<file path="config.mk">
export PLATFORM = sky130hd
export DESIGN_NAME = dcache_controller_flat
export DESIGN_NICKNAME = d
export VERILOG_FILES = /design/src/rtl/dcache_controller_if.sv /design/src/rtl/dcache_controller.sv /design/src/flat_wrapper.sv
export SDC_FILE = /design/constraint.sdc
export NUM_CORES = 2
export LEC_CHECK = 0
export BUFFER_PORTS_ARGS = -buffer_cell sky130_fd_sc_hd__clkbuf_2
export CORE_ASPECT_RATIO = 1.1
export CORE_MARGIN = 2
export CORE_UTILIZATION = 43
export CTS_BUF_LIST = sky130_fd_sc_hd__clkbuf_16
export CTS_CLUSTER_SIZE = 25
export DETAILED_ROUTE_END_ITERATION = 12
export HOLD_SLACK_MARGIN = 0.03
export PLACE_DENSITY = 0.63
export SYNTH_ARGS = -nofsm -noshare
export SYNTH_HDL_FRONTEND = slang
export SYNTH_SLANG_ARGS = --single-unit
</file>
<file path="constraint.sdc">
create_clock -name clk -period 11.7 [get_ports clk]
set_input_delay 3.51 -clock clk [delete_from_list [all_inputs] [get_ports clk]]
set_output_delay 3.51 -clock clk [all_outputs]
set_load 0.005 [all_outputs]
</file>
<file path="src/rtl/dcache_controller_if.sv">
// Bus bundle for the direct-mapped write-through data cache: core-side request
// signals and the single-beat main-memory port.
interface dcache_controller_if;
  // Core side: a request (cpu_read or cpu_write) is consumed on the first rising
  // edge where stall=0; while stall=1 the core holds address, data and size.
  // Memory side: a beat is valid while mem_req=1 and completes on the rising edge
  // where mem_ready=1; mem_addr/mem_we/mem_be/mem_wdata are held stable until
  // then, and mem_ready seen while mem_req=0 means nothing.
  logic [31:0] cpu_addr;
  logic [31:0] cpu_wdata;
  logic        cpu_read;
  logic        cpu_write;
  logic [1:0]  cpu_store;
  logic [31:0] cpu_rdata;
  logic        stall;

  logic        mem_req;
  logic        mem_we;
  logic [31:0] mem_addr;
  logic [31:0] mem_wdata;
  logic [3:0]  mem_be;
  logic [31:0] mem_rdata;
  logic        mem_ready;

  modport slave (
    input  cpu_addr, cpu_wdata, cpu_read, cpu_write, cpu_store,
    input  mem_rdata, mem_ready,
    output cpu_rdata, stall,
    output mem_req, mem_we, mem_addr, mem_wdata, mem_be
  );

  modport master (
    output cpu_addr, cpu_wdata, cpu_read, cpu_write, cpu_store,
    output mem_rdata, mem_ready,
    input  cpu_rdata, stall,
    input  mem_req, mem_we, mem_addr, mem_wdata, mem_be
  );
endinterface

</file>
<file path="src/rtl/dcache_controller.sv">
// Direct-mapped data cache, 4 words per line: write-through, no-write-allocate,
// read-allocate with an in-order 4-beat refill.
module dcache_controller #(
  parameter int LINES = 16
) (
  input  logic                clk,
  input  logic                rstn,
  dcache_controller_if.slave  bus,
  output logic [1:0]          dbg_state
);

  localparam int IDX  = $clog2(LINES);
  localparam int TAGW = 28 - IDX;

  typedef enum logic [1:0] {
    IDLE   = 2'd0,
    REFILL = 2'd1,
    WRITE  = 2'd2
  } state_t;

  state_t            state_q, state_d;
  logic [31:0]       addr_q;
  logic [31:0]       wdata_q;
  logic [1:0]        size_q;
  logic [1:0]        beat_q;

  logic              valid_q [LINES];
  logic [TAGW-1:0]   tag_q   [LINES];
  logic [31:0]       data_q  [LINES][4];

  logic [IDX-1:0]    req_idx, lat_idx;
  logic [TAGW-1:0]   req_tag, lat_tag;
  logic              req_hit, lat_hit;
  logic [31:0]       req_word;

  logic [3:0]        wr_be;
  logic [31:0]       wr_data;

  logic              start_write, start_refill, refill_we, write_hit_we;

  // In IDLE the lookup uses the live core address; in REFILL/WRITE only the
  // latched address matters, so later core changes cannot disturb a transfer.
  assign req_idx  = bus.cpu_addr[3+IDX:4];
  assign req_tag  = bus.cpu_addr[31:4+IDX];
  assign lat_idx  = addr_q[3+IDX:4];
  assign lat_tag  = addr_q[31:4+IDX];
  assign req_hit  = valid_q[req_idx] && (tag_q[req_idx] == req_tag);
  assign lat_hit  = valid_q[lat_idx] && (tag_q[lat_idx] == lat_tag);
  assign req_word = data_q[req_idx][bus.cpu_addr[3:2]];

  assign dbg_state = state_q;

  always_comb begin
    wr_be   = 4'b0000;
    wr_data = 32'h0;
    case (size_q)
      2'b10: begin
        wr_be   = 4'b0001 << addr_q[1:0];
        wr_data = {4{wdata_q[7:0]}};
      end
      2'b01: begin
        wr_be   = addr_q[1] ? 4'b1100 : 4'b0011;
        wr_data = {2{wdata_q[15:0]}};
      end
      default: begin
        wr_be   = 4'b1111;
        wr_data = wdata_q;
      end
    endcase
  end

  always_comb begin
    state_d       = state_q;
    bus.stall     = 1'b0;
    bus.cpu_rdata = 32'h0;
    bus.mem_req   = 1'b0;
    bus.mem_we    = 1'b0;
    bus.mem_addr  = 32'h0;
    bus.mem_wdata = 32'h0;
    bus.mem_be    = 4'b0000;
    start_write   = 1'b0;
    start_refill  = 1'b0;
    refill_we     = 1'b0;
    write_hit_we  = 1'b0;

    case (state_q)
      IDLE: begin
        if (bus.cpu_write) begin
          start_write = 1'b1;
          bus.stall   = 1'b1;
          state_d     = WRITE;
        end else if (bus.cpu_read) begin
          if (req_hit) begin
            bus.cpu_rdata = req_word >> {bus.cpu_addr[1:0], 3'b000};
          end else begin
            start_refill = 1'b1;
            bus.stall    = 1'b1;
            state_d      = REFILL;
          end
        end
      end
      REFILL: begin
        bus.stall    = 1'b1;
        bus.mem_req  = 1'b1;
        bus.mem_addr = {addr_q[31:4], beat_q, 2'b00};
        if (bus.mem_ready) begin
          refill_we = 1'b1;
          if (beat_q == 2'd3) state_d = IDLE;
        end
      end
      WRITE: begin
        bus.mem_req   = 1'b1;
        bus.mem_we    = 1'b1;
        bus.mem_addr  = {addr_q[31:2], 2'b00};
        bus.mem_be    = wr_be;
        bus.mem_wdata = wr_data;
        if (bus.mem_ready) begin
          state_d      = IDLE;
          write_hit_we = lat_hit;
        end else begin
          bus.stall = 1'b1;
        end
      end
      default: state_d = IDLE;
    endcase

    // Outputs and strobes are quiet for as long as reset is held.
    if (!rstn) begin
      state_d       = IDLE;
      bus.stall     = 1'b0;
      bus.cpu_rdata = 32'h0;
      bus.mem_req   = 1'b0;
      bus.mem_we    = 1'b0;
      bus.mem_addr  = 32'h0;
      bus.mem_wdata = 32'h0;
      bus.mem_be    = 4'b0000;
      start_write   = 1'b0;
      start_refill  = 1'b0;
      refill_we     = 1'b0;
      write_hit_we  = 1'b0;
    end
  end

  always_ff @(posedge clk or negedge rstn) begin
    if (!rstn) begin
      state_q <= IDLE;
      addr_q  <= 32'h0;
      wdata_q <= 32'h0;
      size_q  <= 2'b00;
      beat_q  <= 2'd0;
      for (int i = 0; i < LINES; i++) valid_q[i] <= 1'b0;
    end else begin
      state_q <= state_d;
      if (start_write) begin
        addr_q  <= bus.cpu_addr;
        wdata_q <= bus.cpu_wdata;
        size_q  <= bus.cpu_store;
      end
      // The victim line is invalidated up front so an abandoned refill never
      // leaves a half-written line looking valid.
      if (start_refill) begin
        addr_q           <= bus.cpu_addr;
        beat_q           <= 2'd0;
        valid_q[req_idx] <= 1'b0;
      end
      if (refill_we) begin
        beat_q <= beat_q + 2'd1;
        if (beat_q == 2'd3) valid_q[lat_idx] <= 1'b1;
      end
    end
  end

  always_ff @(posedge clk) begin
    if (refill_we) begin
      data_q[lat_idx][beat_q] <= bus.mem_rdata;
      if (beat_q == 2'd3) tag_q[lat_idx] <= lat_tag;
    end
    if (write_hit_we) begin
      for (int b = 0; b < 4; b++) begin
        if (wr_be[b]) data_q[lat_idx][addr_q[3:2]][b*8 +: 8] <= wr_data[b*8 +: 8];
      end
    end
  end

endmodule

</file>
<file path="src/flat_wrapper.sv">
// flat-port wrapper written by rule: the top's interface ports become plain ports
module dcache_controller_flat 
#(
  parameter int LINES = 16
)
  (clk, rstn, dbg_state, bus_cpu_addr, bus_cpu_wdata, bus_cpu_read, bus_cpu_write, bus_cpu_store, bus_mem_rdata, bus_mem_ready, bus_cpu_rdata, bus_stall, bus_mem_req, bus_mem_we, bus_mem_addr, bus_mem_wdata, bus_mem_be);
  dcache_controller_if bus_i ();
  input  logic clk;
  input  logic rstn;
  output logic [1:0] dbg_state;
  input wire logic [$bits(bus_i.cpu_addr)-1:0] bus_cpu_addr;
  input wire logic [$bits(bus_i.cpu_wdata)-1:0] bus_cpu_wdata;
  input wire logic [$bits(bus_i.cpu_read)-1:0] bus_cpu_read;
  input wire logic [$bits(bus_i.cpu_write)-1:0] bus_cpu_write;
  input wire logic [$bits(bus_i.cpu_store)-1:0] bus_cpu_store;
  input wire logic [$bits(bus_i.mem_rdata)-1:0] bus_mem_rdata;
  input wire logic [$bits(bus_i.mem_ready)-1:0] bus_mem_ready;
  output wire logic [$bits(bus_i.cpu_rdata)-1:0] bus_cpu_rdata;
  output wire logic [$bits(bus_i.stall)-1:0] bus_stall;
  output wire logic [$bits(bus_i.mem_req)-1:0] bus_mem_req;
  output wire logic [$bits(bus_i.mem_we)-1:0] bus_mem_we;
  output wire logic [$bits(bus_i.mem_addr)-1:0] bus_mem_addr;
  output wire logic [$bits(bus_i.mem_wdata)-1:0] bus_mem_wdata;
  output wire logic [$bits(bus_i.mem_be)-1:0] bus_mem_be;
  assign bus_i.cpu_addr = bus_cpu_addr;
  assign bus_i.cpu_wdata = bus_cpu_wdata;
  assign bus_i.cpu_read = bus_cpu_read;
  assign bus_i.cpu_write = bus_cpu_write;
  assign bus_i.cpu_store = bus_cpu_store;
  assign bus_i.mem_rdata = bus_mem_rdata;
  assign bus_i.mem_ready = bus_mem_ready;
  assign bus_cpu_rdata = bus_i.cpu_rdata;
  assign bus_stall = bus_i.stall;
  assign bus_mem_req = bus_i.mem_req;
  assign bus_mem_we = bus_i.mem_we;
  assign bus_mem_addr = bus_i.mem_addr;
  assign bus_mem_wdata = bus_i.mem_wdata;
  assign bus_mem_be = bus_i.mem_be;
  dcache_controller #(.LINES(LINES)) u_core (.clk(clk), .rstn(rstn), .bus(bus_i), .dbg_state(dbg_state));
endmodule
</file>
==> results_dict.tcl <==
set metrics [dict create \
    status "finished, final reports clean" \
    hold_path.class "flip-flop to flip-flop" \
    numCtsBuffers 275 \
    port_buffers 205 \
    synthFlopType "edfxtp_1" \
    finalNetCount 5453 \
    cp_slowest_stage_delay_ns 0.89 \
    worst_ep_required_time_ns 8.19 \
    cpMaxStageDelayCell "a2111oi_0" \
    ys_ff_latch 2518 \
    path_clk_slew_ns 0.06 \
    grt_pass1_wl_microns 415000 \
    worstSetupPathType "input pin to output port" \
    cts_resized 0 \
    io_pins 208 \
    maxCapViolCount 0 \
    peakVddDrop_v 0.000171 \
    cp_max_fo 49 \
    fin_crit_sh 0.978 \
    async_reset_ff_frac 0.0342 \
    synth_edf_count 2432 \
    hold-worst-slack_ns 0.523 \
    drive_gt1_frac 0.337 \
    n_fill_cell 19490 \
    post_dp_cell_area_sq_um 110000 \
    netlist_area_sq_um 105000 \
    cp_cell_sequence "buf_8 -> buf_4 -> mux4_2 -> mux2i_1 -> mux2i_1 -> xnor2_1 -> o2111ai_1 -> a2111oi_0 -> or4b_2 -> buf_4 -> a2111oi_0 -> clkbuf_2" \
    grt_overflow 0 \
    h-tree-depth 5 \
    gp_congestion 0.887 \
    dieWidth_microns 475 \
    drc 0 \
    ctsHoldBuffers 0 \
    p_total_mw 21.0 \
    p_leak_nw 37.8 \
    drtIter0Drc 7193 \
    hpwl_microns 190000 \
    fin_area_sq_um 118000 \
    min_period_ns 11.45 \
    cts_sinks 2518 \
    yosys_warnings 0 \
    yosysUniqueCellTypes 68 \
    drtAntennaViolNets 0 \
    path_buf_inv 4 \
    wire_per_inst_microns 33.6 \
    worstPathArrival_ns 7.94 \
    antenna_found_initial 31 \
    power.density_nw_per_um2 178 \
    postSynthCellCount 5045 \
    root_buffer "clkbuf_16" \
    fmax_mhz 87.4 \
    max_slew.worst_pin.slew_ns 1.28 \
    yosysSeqAreaShare 0.716 \
    die_y_microns 522 \
    rsz0062_at_grt "no" \
    fin_skew_ns 0.107 \
    grt_usage 0.238 \
    cts_tree "yes" \
    final_common_cell "edfxtp_1" \
    setup-violations-final 0 \
    syn_avg_cell_area_sq_um 20.8 \
    layout_common_cells "2432 x edfxtp_1, 805 x mux4_2, 286 x clkbuf_16" \
    rows 190 \
    start_util 0.432 \
    clk_path_buf_depth 4 \
    dr.pass1.iters 6 \
    wl_microns 297000 \
    crit_family "compound AO/OA/AOI/OAI gates" \
    maxSlewViolCount 0 \
    coreArea_sq_um 243000 \
    setup_ws_ns 0.255 \
    start_kind "input pin" \
    relSlewSlack 0.141 \
    post-cts-setup-buffer-count 0 \
    post-place-ws_ns 0.338 \
    tns_ns 0 \
    hold_viol 0 \
    grt_pass1_vias 53980 \
    seq_area_sq_um 75200 \
    viasPerCell 6.13 \
    grt_max_degree 113 \
    cp-end-kind "output port" \
    vias 54038 \
    insertion_delay_ns 0.96 \
    syn2layout_area_growth_pct 12.7 \
    die-area_sq_um 248000 \
    multi_input_area_sq_um 28100 \
]
[worst paths after layout]
check | end | slack, ns | from | cells after the start
max | bus_cpu_rdata[0] | 0.25 | bus_cpu_addr[7] | 12
min | u_core.wdata_q[17] | 0.52 | u_core.wdata_q[17] | 1
max reg2reg | u_core.data_q[5][83] | 5.14 | u_core.addr_q[4] | 10
min reg2reg | u_core.wdata_q[17] | 0.52 | u_core.wdata_q[17] | 1
max in group asynchronous | u_core.addr_q[28] | 7.90 | rstn | 3
min in group asynchronous | u_core.addr_q[22] | 2.42 | rstn | 1
[cell usage after synthesis, drive strengths merged, types with 3 or more instances]
cell | number | area share
and2 | 60 | 0.0036
nand2b | 11 | 0.00066
or4 | 13 | 0.0011
dfrtp | 86 | 0.021
a211oi | 10 | 0.00072
or3 | 5 | 0.00030
and3 | 19 | 0.0011
o22ai | 11 | 0.00066
a22o | 27 | 0.0023
a2111o | 3 | 0.00032
mux2i | 184 | 0.018
o21bai | 3 | 0.00021
clkbuf | 149 | 0.0053
nor2b | 39 | 0.0024
mux4 | 805 | 0.17
xor2 | 16 | 0.0013
xnor2 | 32 | 0.0027
a21oi | 42 | 0.0020
buf | 194 | 0.012
nand4 | 6 | 0.00036
a221oi | 18 | 0.0016
mux2 | 213 | 0.023
ha | 10 | 0.0012
nand2 | 95 | 0.0034
nor2 | 338 | 0.014
inv | 22 | 0.00079
a22oi | 44 | 0.0031
nor4 | 16 | 0.00095
o31ai | 3 | 0.00021
nand3 | 21 | 0.0010
o21ai | 35 | 0.0017
nor3b | 4 | 0.00029
nor3 | 26 | 0.0012
a31oi | 5 | 0.00030
a2111oi | 13 | 0.0013
or2 | 3 | 0.00018
o211ai | 7 | 0.00050
edfxtp | 2432 | 0.70
o2111ai | 5 | 0.00042
[flip-flops by register name, summed over array words and instances (netlist names)]
signal and cells:
u_core.addr_q 32, u_core.beat_q 2, u_core.data_q 2048, u_core.dbg_state 2, u_core.size_q 2, u_core.tag_q 384, u_core.valid_q 16, u_core.wdata_q 32
[worst register-to-register path, cell delays in order, from the launching register on]
cell and delay, ns:
dfrtp_4 0.65, buf_4 0.69, mux4_2 0.65, mux2i_1 0.44, o21ai_0 0.22, nor3_1 0.30, a31oi_1 0.07, a2111o_1 0.69
or4_1 1.06, nor2b_2 0.45, nor2_1 1.01
[per-layer routing]
metal	vias up	routed length, microns	global-route usage
li1	21629	-	-
met1	28901	110000	0.306
met3	606	25700	0.0500
met4	6	15500	0.117
met5	-	40	0
met2	2896	146000	0.385
[cells by family (layout without fill, tap and decap cells)]
kind of cell	count (synthesis)	in the layout	share of synthesized area
multiplexers	1202	1202	0.213
flip-flops	2518	2518	0.716
buffers and inverters	366	848	0.0178
adder cells (fa/ha/maj)	10	10	0.00119
AO/OA/AOI/OAI	238	238	0.0163
other	1	31	0.0000357
AND/OR/NAND/NOR	662	662	0.0313
XOR/XNOR	48	48	0.00401
[through the flow]
step,utilization,std cells
floorplan,-,5046
global placement,0.452,8327
detailed placement,0.452,8327
CTS,0.486,8792
global route,0.487,8814
finish,0.487,8821
[final cells by class]
| cell class | instances | share of cell area |
|---|---|---|
| clock inverter | 179 | 0.00973 |
| timing repair buffer | 360 | 0.0210 |
| sequential | 2518 | 0.635 |
| tap | 3264 | 0.0345 |
| clock buffer | 286 | 0.0605 |
| antenna | 29 | 0.000613 |
| multi-input combinational | 2162 | 0.238 |
| inverter | 23 | 0.000729 |
[power breakdown]
| group | internal (mW) | switching, mW | leakage, nW |
|---|---|---|---|
| Clock | 4.68 | 3.43 | 4.27 |
| Sequential | 10.1 | 0.299 | 22.9 |
| Combinational | 0.883 | 1.67 | 10.6 |
| Total | 15.6 | 5.40 | 37.8 |
No activity file was read; power rests on OpenSTA's default activity.
